$ cat src/rtl/lcd1602_receiver.sv
// lcd1602_receiver: HD44780-style 8-bit bus responder mirroring a 2x16 character buffer
module lcd1602_receiver #(
    parameter int BUSY_CYCLES = 4
) (
    input  logic       clk,
    input  logic       reset,
    input  logic       rs,
    input  logic       rw,
    input  logic       enable,
    input  logic [7:0] data,
    input  logic [4:0] rd_addr,
    output logic [7:0] rd_char,
    output logic [6:0] ac,
    output logic       display_on,
    output logic       cursor_on,
    output logic       blink_on,
    output logic       busy,
    output logic       wr_strobe,
    output logic       overrun,
    output logic       unsupported
);
    typedef enum logic [1:0] {IDLE, EXEC, CLEAR} state_t;
    localparam int CW = $clog2(BUSY_CYCLES + 33);
    state_t        state_q, state_d;
    logic [CW-1:0] cnt_q, cnt_d;
    logic          enable_q, pend_q, pend_d;
    logic [9:0]    cmd_q, cmd_d;
    logic [6:0]    ac_q, ac_d;
    logic          inc_q, inc_d, ovr_q, ovr_d, unsup_q, unsup_d;
    logic [2:0]    dcb_q, dcb_d;
    logic [7:0]    buf_q [32];
    logic [7:0]    rd_q;
    logic          we, fall;
    logic [4:0]    wa;
    logic [7:0]    wd;
    logic [7:0]    cmd_b;

    // DDRAM counter step across the two 40-byte line windows (0x00-0x27, 0x40-0x67)
    function automatic logic [6:0] step(input logic [6:0] a, input logic up);
        return up ? ((a == 7'h27) ? 7'h40 : (a == 7'h67) ? 7'h00 : a + 7'd1)
                  : ((a == 7'h00) ? 7'h67 : (a == 7'h40) ? 7'h27 : a - 7'd1);
    endfunction

    assign fall        = enable_q & ~enable;
    assign cmd_b       = cmd_q[7:0];
    assign busy        = state_q != IDLE;
    assign wr_strobe   = state_q == EXEC && pend_q && cmd_q[9] && !cmd_q[8];
    assign rd_char     = rd_q;
    assign ac          = ac_q;
    assign {display_on, cursor_on, blink_on} = dcb_q;
    assign overrun     = ovr_q;
    assign unsupported = unsup_q;

    // Next-state: latch a transaction in IDLE, apply it on EXEC entry, sweep cells in CLEAR
    always_comb begin
        state_d = state_q;
        cnt_d   = cnt_q;
        pend_d  = pend_q;
        cmd_d   = cmd_q;
        ac_d    = ac_q;
        inc_d   = inc_q;
        dcb_d   = dcb_q;
        ovr_d   = ovr_q | (fall && state_q != IDLE);
        unsup_d = unsup_q;
        we      = 1'b0;
        wa      = cnt_q[4:0];
        wd      = 8'h20;
        case (state_q)
            IDLE: if (fall) begin
                cmd_d   = {rs, rw, data};
                cnt_d   = '0;
                state_d = (!rs && !rw && data == 8'h01) ? CLEAR : EXEC;
                pend_d  = !(!rs && !rw && data == 8'h01);
            end
            CLEAR: begin
                we      = 1'b1;
                ac_d    = 7'h00;
                cnt_d   = (cnt_q[4:0] == 5'd31) ? '0 : cnt_q + 1'b1;
                state_d = (cnt_q[4:0] == 5'd31) ? EXEC : CLEAR;
            end
            EXEC: begin
                pend_d  = 1'b0;
                cnt_d   = cnt_q + 1'b1;
                state_d = (cnt_q == CW'(BUSY_CYCLES - 1)) ? IDLE : EXEC;
                if (pend_q) begin
                    if (cmd_q[8]) unsup_d = 1'b1;
                    else if (cmd_q[9]) begin
                        we   = ac_q[5:4] == 2'b00;
                        wa   = {ac_q[6], ac_q[3:0]};
                        wd   = cmd_b;
                        ac_d = step(ac_q, inc_q);
                    end
                    else if (cmd_b[7]) begin
                        if (cmd_b[5:0] <= 6'h27) ac_d = cmd_b[6:0];
                        else unsup_d = 1'b1;
                    end
                    else if (cmd_b[6]) unsup_d = 1'b1;
                    else if (!cmd_b[5]) begin
                        if (cmd_b[4]) ac_d = cmd_b[3] ? ac_q : step(ac_q, cmd_b[2]);
                        else if (cmd_b[3]) dcb_d = cmd_b[2:0];
                        else if (cmd_b[2]) inc_d = cmd_b[1];
                        else if (cmd_b[1]) ac_d = 7'h00;
                    end
                end
            end
            default: state_d = IDLE;
        endcase
    end

    // State, control registers and the character buffer with its registered read port
    always_ff @(posedge clk) begin
        if (reset) begin
            state_q  <= IDLE;
            cnt_q    <= '0;
            enable_q <= 1'b0;
            pend_q   <= 1'b0;
            cmd_q    <= '0;
            ac_q     <= 7'h00;
            inc_q    <= 1'b1;
            dcb_q    <= 3'b000;
            ovr_q    <= 1'b0;
            unsup_q  <= 1'b0;
            rd_q     <= 8'h20;
            for (int i = 0; i < 32; i++) buf_q[i] <= 8'h20;
        end else begin
            state_q  <= state_d;
            cnt_q    <= cnt_d;
            enable_q <= enable;
            pend_q   <= pend_d;
            cmd_q    <= cmd_d;
            ac_q     <= ac_d;
            inc_q    <= inc_d;
            dcb_q    <= dcb_d;
            ovr_q    <= ovr_d;
            unsup_q  <= unsup_d;
            rd_q     <= buf_q[rd_addr];
            if (we) buf_q[wa] <= wd;
        end
    end
endmodule

$ cat config.mk
export PLATFORM = sky130hd
export DESIGN_NAME = lcd1602_receiver
export DESIGN_NICKNAME = d
export VERILOG_FILES = /design/src/rtl/lcd1602_receiver.sv
export SDC_FILE = /design/constraint.sdc
export NUM_CORES = 1
export LEC_CHECK = 0
export CAP_MARGIN = 20
export CORE_UTILIZATION = 62
export CTS_CLUSTER_DIAMETER = 80
export DETAILED_ROUTE_END_ITERATION = 10
export PLACE_DENSITY_LB_ADDON = 0.1
export SLEW_MARGIN = 10
export SYNTH_ARGS = -nofsm -noshare
export SYNTH_HDL_FRONTEND = slang
export SYNTH_SLANG_ARGS = --single-unit
$ cat constraint.sdc
create_clock -name clk -period 3 [get_ports clk]
set_input_delay 0.9 -clock clk [delete_from_list [all_inputs] [get_ports clk]]
set_output_delay 0.9 -clock clk [all_outputs]
set_load 0.02 [all_outputs]
==> reports/metrics.yaml <==
gp_congestion: 0.877
power_density_nw_per_um2: 559
diodes: 0
tns_ns: 0
grt_setup_unrepaired: "no"
max_stage_delay_ns: 0.73
ys.flop_type: "edfxtp_1"
wirelength_mm: 36.9
critPathTopFamily: "buffers and inverters"
antenna_found_initial: 0
holdBufCountCts: 0
slew_violations: 0
io_pins: 40
grt_pass1_vias: 9198
cp-end-kind: "output port"
post-route-period-util_pct: 96.7
root_buffer: "clkbuf_16"
cp-startpoint: "ac[3]"
postRouteAntennaNets: 0
crit-reg2reg-launch: "state_q[1]"
tightestPinTransition_ns: 0.865
finClkSkew_ns: 0.00955
synth_most_common_cell: "nor2_1"
layout.nets: 1172
multi_input_area_um2: 4970
clkTransAtPathRegs_ns: 0.06
ys_top_cells_by_area: "edfxtp_1 55%, mux4_2 12%, nor2_1 7.3%"
yosys_warnings: 0
post-route-min-period_ns: 2.90
hold_path.class: "reg -> reg"
wire_per_inst_um: 25.5
die_w_um: 152
synth_edf_count: 256
num_rows: 54
synthesis.area_um2: 13900
grt_usage_pct: 33.3
worst_hold_startpoint: "unsupported"
cp_max_fo: 17
dieHeight_um: 152
drive_above_1_share_pct: 17.9
hold_violations: 0
cap_violations: 0
synth_cells: 1084
power_leakage_nw: 5.31
worstPathArrival_ns: 2.00
clkSinkCount: 297
core_um2: 21900
cts_max_level: 1
cts_max_path_buffers: 3
placed_cell_area_um2: 14900
worstSetupPathType: "reg -> out"
synth_commonest_cells: "270 x nor2_1, 256 x edfxtp_1, 81 x nand2_1"
finalSetupViolations: 0
grt_max_degree: 69
slew-limit-headroom_pct: 42.3
vdd_drop_max_uv: 390
vias_per_cell: 6.46
port_buffers: 39
clkLatencyLatePin_ns: 0.55
first_pass_iters: 6
synth-seq-cells: 297
post_synth.cell_area_avg_um2: 12.8
yosys.area.top_type: "edfxtp_1"
postCtsSetupBuffers: 0
synth_cell_type_count: 60
post-route-drc-count: 0
synth_top_area_share_pct: 55.3
synth_seq_area_share_pct: 61.3
start_util_pct: 63.5
cts_tree: "done"
fmaxAchievable_mhz: 345
regArea_um2: 8510
post-dp-hpwl_mm: 23.8
design_area_um2: 15800
status: "finished, final reports clean"
critPathBufInv: 1
synthArstFlopShare_pct: 0
cts_buffers: 30
nFillCells: 1514
crit_required_ns: 2.10
crit_chain: "clkdlybuf4s50_1"
slowest_stage: "clkdlybuf4s50_1"
grt_pass1_wl_mm: 54.9
first_iter_violations: 991
start_kind: "register"
vias: 9373
syn_nets: 1110
area_growth_pct: 13.9
grt_overflow: 0
fp.dieArea_um2: 23000
path summary, 6_finish.rpt:
path             endpoint  slack [ns]  cells after the start
max                 ac[3]        0.10                      1
min           unsupported        0.45                      2
max reg2reg  buf_q[23][6]        0.28                      9
min reg2reg   unsupported        0.45                      2
through the flow:
step	setup WS, ns	util [%]	std cells	power [mW]	hold slack (ns)
after floorplan	0.362	-	1084	5.12	0.472
after global placement	0.256	68.0	1394	5.37	0.434
after detailed placement	0.212	68.0	1394	5.38	0.445
after CTS	0.0855	72.2	1450	8.86	0.455
after global routing	0.0415	72.3	1450	9.04	0.498
final	0.100	72.3	1450	8.84	0.451
layout by cell type (no fill, tap or decap), types with 21 or more instances in the layout:
cell	instances
nor2_1	270
edfxtp_1	256
nand2_1	77
mux4_2	75
buf_4	71
nand3_1	47
dfxtp_1	41
clkdlybuf4s50_1	34
clkbuf_16	31
a21oi_1	21
mux2i_1	21
metal layers:
metal | GRT usage (%) | vias to the layer above | routed length (um)
met5 | 0 | - | 0
met4 | 12.4 | 0 | 1200
met3 | 6.38 | 74 | 4470
met2 | 51.8 | 604 | 17400
met1 | 47.1 | 4581 | 13900
li1 | - | 4114 | -
worst register-to-register path, cell delays in order (launching register included):
cell and delay (ns):
dfxtp_1 0.38, inv_1 0.08, ha_1 0.23, nand4b_4 0.11, buf_4 0.22, nand3_1 0.09
o21ai_0 0.07, nor2b_1 0.20, and2_1 0.45, a21o_1 0.52
cell type report:
class,count,share of cell area [%]
flip-flops and latches,297,53.8
multi-input cells,693,31.4
repair buffers,115,6.48
clock buffers,47,5.60
well taps,280,2.21
clock inverters,9,0.261
inverters,9,0.214
registers in the layout, indices dropped and copies added, names as in the netlist:
register / count
unsupported: 1
inc_q: 1
buf_q: 256
state_q: 2
overrun: 1
pend_q: 1
enable_q: 1
ac: 7
cmd_q: 10
rd_char: 8
dcb_q: 3
cnt_q: 6
report_power, final:
| group | switching [mW] | internal [mW] | leakage [nW] |
|---|---|---|---|
| clock | 1.53 | 2.01 | 0.459 |
| combinational | 0.322 | 0.290 | 2.03 |
| sequential | 0.0743 | 4.61 | 2.82 |
timing repair:
action                                  in CTS  in global routing
hold endpoints to repair                     0                  0
endpoints found under the setup margin       1                  1
resized for setup                            1                  1
cells by family after synthesis:
group / synth area share (%)
muxes: 14.5
DFF: 61.3
adders and majority gates: 0.721
AOI/OAI and AO/OA: 5.59
buffers and inverters: 3.02
and+or+nand+nor: 14.4
xor gates and xnor gates: 0.504
No activity file was read; power rests on OpenSTA's default activity.
